==> config.mk <==
export PLATFORM = sky130hd
export DESIGN_NAME = bcd_mod_counter
export DESIGN_NICKNAME = d
export VERILOG_FILES = /design/src/rtl/bcd_pkg.sv /design/src/rtl/bcd_digit.sv /design/src/rtl/bcd_mod_counter.sv
export SDC_FILE = /design/constraint.sdc
export NUM_CORES = 1
export LEC_CHECK = 0
export CAP_MARGIN = 0
export CORE_UTILIZATION = 43
export CTS_BUF_LIST = sky130_fd_sc_hd__clkbuf_16
export DETAILED_ROUTE_END_ITERATION = 12
export PLACE_DENSITY = 0.75
export SLEW_MARGIN = 10
export SYNTH_ARGS = -nofsm -noshare
export SYNTH_HDL_FRONTEND = slang
export SYNTH_HIERARCHICAL = 1
export SYNTH_SLANG_ARGS = --single-unit
==> constraint.sdc <==
create_clock -name CLK -period 2.4 [get_ports CLK]
set_input_delay 0.48 -clock CLK [delete_from_list [all_inputs] [get_ports CLK]]
set_output_delay 0.48 -clock CLK [all_outputs]
set_load 0.1 [all_outputs]
==> src/rtl/bcd_pkg.sv <==
// ----------------------------------------------------------------------------
// bcd_pkg
//   Shared types and elaboration-time helpers for the BCD counter family.
//
//   Contents:
//     bcd_digit_t    : one packed BCD digit (4 bits)
//     bcd_word_t     : widest supported BCD word (BCD_MAX_DIGITS digits)
//     BCD_MAX_DIGIT  : largest legal digit value (9)
//     to_bcd()       : integer -> BCD word, used to build the MODULUS-1 constant
//     pow10()        : 10**n as a longint, used by the parameter range check
//     bcd_valid()    : load check (all digits <= 9 and value <= limit)
// ----------------------------------------------------------------------------
package bcd_pkg;

    localparam int BCD_MAX_DIGITS = 16;

    typedef logic [3:0]                  bcd_digit_t;
    typedef logic [4*BCD_MAX_DIGITS-1:0] bcd_word_t;

    localparam bcd_digit_t BCD_MAX_DIGIT = 4'd9;

    // Convert a non-negative integer to packed BCD, digit 0 in [3:0].
    function automatic bcd_word_t to_bcd(int value, int digits);
        bcd_word_t r;
        int        v;
        r = '0;
        v = value;
        for (int i = 0; i < BCD_MAX_DIGITS; i++) begin
            if (i < digits) begin
                r[4*i +: 4] = bcd_digit_t'(v % 10);
                v           = v / 10;
            end
        end
        return r;
    endfunction

    function automatic longint pow10(int n);
        longint r;
        r = 1;
        for (int i = 0; i < n; i++) begin
            r = r * 10;
        end
        return r;
    endfunction

    // Packed BCD words order exactly like their decimal values once every
    // digit is <= 9, so the range check is a plain unsigned compare.
    function automatic logic bcd_valid(bcd_word_t value, int digits, bcd_word_t limit);
        logic ok;
        ok = (value <= limit);
        for (int i = 0; i < BCD_MAX_DIGITS; i++) begin
            if ((i < digits) && (value[4*i +: 4] > BCD_MAX_DIGIT)) begin
                ok = 1'b0;
            end
        end
        return ok;
    endfunction

endpackage

==> src/rtl/bcd_digit.sv <==
// ----------------------------------------------------------------------------
// bcd_digit
//   Combinational single-digit BCD step cell. When cin is high the digit
//   steps once in the direction given by up; cout flags the wrap (9->0 when
//   counting up, 0->9 when counting down) so cells chain into a ripple of
//   carries/borrows. With cin low the digit passes through unchanged.
//
//   Ports:
//     d    : current digit value
//     up   : 1 = increment, 0 = decrement
//     cin  : carry-in (up) / borrow-in (down) -- step request for this digit
//     q    : stepped digit value
//     cout : carry-out (up) / borrow-out (down)
// ----------------------------------------------------------------------------
module bcd_digit
    import bcd_pkg::*;
(
    input  bcd_digit_t d,
    input  logic       up,
    input  logic       cin,
    output bcd_digit_t q,
    output logic       cout
);

    always_comb begin
        // NOTE: every output gets a default first so no path leaves it
        // unassigned; otherwise synthesis infers a latch.
        q    = d;
        cout = 1'b0;
        if (cin) begin
            if (up) begin
                if (d == BCD_MAX_DIGIT) begin
                    q    = '0;
                    cout = 1'b1;
                end else begin
                    q = d + 4'd1;
                end
            end else begin
                if (d == '0) begin
                    q    = BCD_MAX_DIGIT;
                    cout = 1'b1;
                end else begin
                    q = d - 4'd1;
                end
            end
        end
    end

endmodule

==> src/rtl/bcd_mod_counter.sv <==
// ----------------------------------------------------------------------------
// bcd_mod_counter
//   Cascadable up/down BCD counter with arbitrary modulus. Counts over
//   0..MODULUS-1 in packed BCD; COUT flags the cycle whose edge wraps the
//   count so it can drive EN of the next stage directly (same clock, no
//   ripple clocking).
//
//   Build option: define BCD_COUNTER_LOAD_EN to enable the synchronous
//   parallel load (with validity check). Without it LOAD and DIN are kept
//   on the port list but ignored, and COUT does not depend on LOAD.
//
//   Parameters:
//     DIGITS  : number of BCD digits (count width 4*DIGITS)
//     MODULUS : decimal modulus, 2 <= MODULUS <= 10**DIGITS
//
//   Ports:
//     CLK  : rising-edge clock
//     CLR  : synchronous active-high clear (highest priority)
//     EN   : count enable, one step per enabled cycle
//     UP   : 1 = count up, 0 = count down
//     LOAD : synchronous load strobe (overrides EN)
//     DIN  : BCD load value, digit 0 in [3:0]
//     DOUT : registered BCD count
//     COUT : combinational terminal-count carry/borrow
// ----------------------------------------------------------------------------
module bcd_mod_counter
    import bcd_pkg::*;
#(
    parameter int DIGITS  = 2,
    parameter int MODULUS = 60
) (
    input  logic                CLK,
    input  logic                CLR,
    input  logic                EN,
    input  logic                UP,
    input  logic                LOAD,
    input  logic [4*DIGITS-1:0] DIN,
    output logic [4*DIGITS-1:0] DOUT,
    output logic                COUT
);

    localparam int           W        = 4 * DIGITS;
    localparam bcd_word_t    MAX_WORD = to_bcd(MODULUS - 1, DIGITS);
    localparam logic [W-1:0] MAX_BCD  = MAX_WORD[W-1:0];

    if ((DIGITS < 1) || (DIGITS > BCD_MAX_DIGITS) || (MODULUS < 2) ||
        (longint'(MODULUS) > pow10(DIGITS))) begin : g_bad_params
        $fatal(1, "bcd_mod_counter: DIGITS/MODULUS out of range");
    end

    // Plain BCD step of the whole word: digit 0 always steps, higher digits
    // step on the carry/borrow of the digit below.
    logic [W-1:0]    step_val;
    logic [DIGITS:0] chain;

    assign chain[0] = 1'b1;

    for (genvar g = 0; g < DIGITS; g++) begin : g_digit
        bcd_digit u_digit (
            .d    (DOUT[4*g +: 4]),
            .up   (UP),
            .cin  (chain[g]),
            .q    (step_val[4*g +: 4]),
            .cout (chain[g+1])
        );
    end

    // The top-digit carry only matters when MODULUS == 10**DIGITS, and that
    // case is already covered by the modulus compare below.
    logic unused_chain;
    assign unused_chain = chain[DIGITS];

    logic at_terminal;
    assign at_terminal = UP ? (DOUT == MAX_BCD) : (DOUT == '0);

    logic [W-1:0] count_next;

    always_comb begin
        count_next = DOUT;
        if (EN) begin
            if (at_terminal) begin
                count_next = UP ? '0 : MAX_BCD;
            end else begin
                count_next = step_val;
            end
        end
    end

`ifdef BCD_COUNTER_LOAD_EN
    // Out-of-range or non-BCD load values clear the count so DOUT never
    // leaves 0..MODULUS-1.
    logic         load_ok;
    logic [W-1:0] load_val;

    assign load_ok  = bcd_valid(bcd_word_t'(DIN), DIGITS, MAX_WORD);
    assign load_val = load_ok ? DIN : '0;
    assign COUT     = EN & ~CLR & ~LOAD & at_terminal;
`else
    logic unused_load;
    assign unused_load = ^{LOAD, DIN};
    assign COUT        = EN & ~CLR & at_terminal;
`endif

    // NOTE: clocked state is written with non-blocking assignments so every
    // register samples pre-edge values, independent of statement order.
    always_ff @(posedge CLK) begin
        // NOTE: CLR is sampled on the clock edge (synchronous) and only the
        // count register needs clearing; there is no other state.
        if (CLR) begin
            DOUT <= '0;
        end
`ifdef BCD_COUNTER_LOAD_EN
        else if (LOAD) begin
            DOUT <= load_val;
        end
`endif
        else begin
            DOUT <= count_next;
        end
    end

endmodule
==> results.py <==
metrics = {
    "place": {
        "place.port_buffers": 12,
        "dpl_worst_slack_ns": -0.1326,
        "detailedPlacementHpwl_mm": 1.391,
        "placedInstanceArea_mm2": 0.001002,
        "finalWeightedCongestion": 0.7780,
    },
    "pwr": {
        "vdd_ir_drop_max_mv": 0.5378,
        "power.density_mw_per_mm2": 617.8,
        "power.leakage_uw": 0.0004155,
    },
    "detailed_routing": {
        "avgRoutedWirePerCell_um": 13.33,
        "drtIter0Drc": 30,
        "drt_pre_antenna_iters": 4,
        "wl_mm": 2.053,
        "dr_total_vias": 896,
        "drcViolationCount": 0,
        "ant_nets": 0,
        "route.detailed.vias_per_inst": 5.818,
    },
    "sta": {
        "fin_setup_tns_ns": 0,
        "grt_setup_unrepaired": "no",
        "clock-skew-final_ns": 0.004161,
        "finalHoldViolations": 0,
        "post-route-period-util": 0.9615,
        "postLayoutSetupSlackWorst_ns": 0.09245,
        "final_setup_vio_count": 0,
        "maxSlewViolCount": 0,
        "layout_min_cycle_time_ns": 2.308,
        "fmax_mhz": 433.4,
    },
    "layout": {
        "post_layout_instance_area_mm2": 0.001102,
        "largest_registers": "DOUT (8)",
        "largest_register": "DOUT",
        "layout_common_cells": "sky130_fd_sc_hd__buf_4, sky130_fd_sc_hd__inv_1, sky130_fd_sc_hd__conb_1",
        "final_nets": 144,
        "layout.cells.most_common": "sky130_fd_sc_hd__buf_4",
        "n_antenna_cell": 0,
        "postLayoutCoreUtil": 0.6182,
        "area_overhead_vs_synth_pct": 31.89,
        "drive_gt1_frac": 0.2713,
        "largest_reg_flops": 8,
    },
    "global_route": {
        "groute.usage.overall": 0.2223,
        "grt_max_degree": 17,
        "vias_in_the_first_global_route": 808,
        "globalRouteOverflowTotal": 0,
        "first_pass_grt_wire_length_mm": 3.360,
        "antenna_found_initial": 0,
    },
    "critical_path": {
        "setup.reg_to_reg.worst_slack_ns": 0.32,
        "critPathLaunchType": "register",
        "critPathCaptureType": "output port",
        "worst_ep_required_time_ns": 1.92,
        "timing.reg2reg.worst_path_depth": 9,
        "worst_ep_arrival_time_ns": 1.83,
        "crit_path_max_fanout": 16,
        "critical_path_class": "reg -> out",
        "rr_startpoint": "DOUT[0]",
        "rr_endpoint": "DOUT[7]",
        "crit_path_launch": "DOUT[0]",
        "cp-endpoint": "COUT",
    },
    "worst_hold_path": {
        "worstHoldPathType": "reg -> reg",
    },
    "die": {
        "initial_core_util": 0.4688,
        "die_width_um": 46.09,
        "core_mm2": 0.001783,
        "fp.dieArea_mm2": 0.002124,
        "io_pins": 22,
        "die_height_um": 46.09,
        "row_count": 15,
    },
    "clock_tree": {
        "cts_tree": "yes",
        "clkSinkCount": 8,
        "ctsHtreeMaxLevel": 1,
        "cts.clk_slew.worst_paths_ns": 0.03,
        "ctsLongestPathBuffers": 2,
        "insertion_delay_ns": 0.23,
        "clockRootBuffer": "sky130_fd_sc_hd__clkbuf_16",
        "tritoncts.num_buffers": 3,
    },
    "synthesis": {
        "synth.yosys.warnings": 6,
        "avgSynthCellArea_um2": 7.811,
        "post_synthesis_cells": 107,
        "mappedNetlistArea_um2": 835.8,
    },
    "job": {
        "cap_viol_max_count": 0,
    },
    "status": {
        "run_status": "completed",
    },
}
==> worst max-delay path: stages (launching register included) <==
cell and delay [ns]:
sky130_fd_sc_hd__dfxtp_2 0.39, sky130_fd_sc_hd__or4_4 0.54, sky130_fd_sc_hd__mux2i_1 0.21, sky130_fd_sc_hd__and4b_4 0.28, sky130_fd_sc_hd__buf_12 0.17
==> power breakdown <==
group	switching, uW	internal, uW	total (uW)
clock network	63.8	215	278
registers	28.9	145	174
logic	140	89.0	229
total	233	448	681
==> how the worst min path moves through the flow <==
stage	start	endpoint	slack [ns]	cells past startpoint
floorplan	CLR	DOUT[1]	0.69	2
global placement	DOUT[3]	DOUT[3]	0.55	2
detailed placement	DOUT[3]	DOUT[3]	0.56	2
CTS	DOUT[3]	DOUT[3]	0.57	2
global route	DOUT[3]	DOUT[3]	0.59	2
finish	DOUT[3]	DOUT[3]	0.57	2
==> layer usage <==
| metal | part of all wire | global-route usage |
|---|---|---|
| met1 | 0.46 | 0.2607 |
| met2 | 0.47 | 0.3746 |
| met3 | 0.045 | 0.07059 |
| met4 | 0.019 | 0.08235 |
| met5 | 0 | 0 |
==> metrics by stage <==
| step | std cells | total power (uW) | hold WS, ns |
|---|---|---|---|
| 4_1_cts | 152 | 680.7 | 0.5651 |
| 5_1_grt | 154 | 711.2 | 0.5879 |
| 6_report | 154 | 681.1 | 0.5671 |
| 3_5_place_dp | 149 | 396.8 | 0.5619 |
| 2_1_floorplan | 113 | 348.5 | 0.6902 |
| 3_3_place_gp | 149 | 390.5 | 0.5495 |
==> area by class of cell <==
class	count	area (um2)
inverters	11	41.29
clock buffers	3	75.07
multi-input cells	85	600.6
flip-flops and latches	8	165.2
well taps	25	31.28
fillers	164	680.7
repair buffers	22	188.9
==> what timing repair did <==
action | CTS | global route
hold buffers | 0 | 0
gates resized for setup | 0 | 2
setup endpoints to repair | 0 | 2
buffers inserted | 0 | 2
hold endpoints to repair | 0 | 0
No activity file was read; power rests on OpenSTA's default activity.
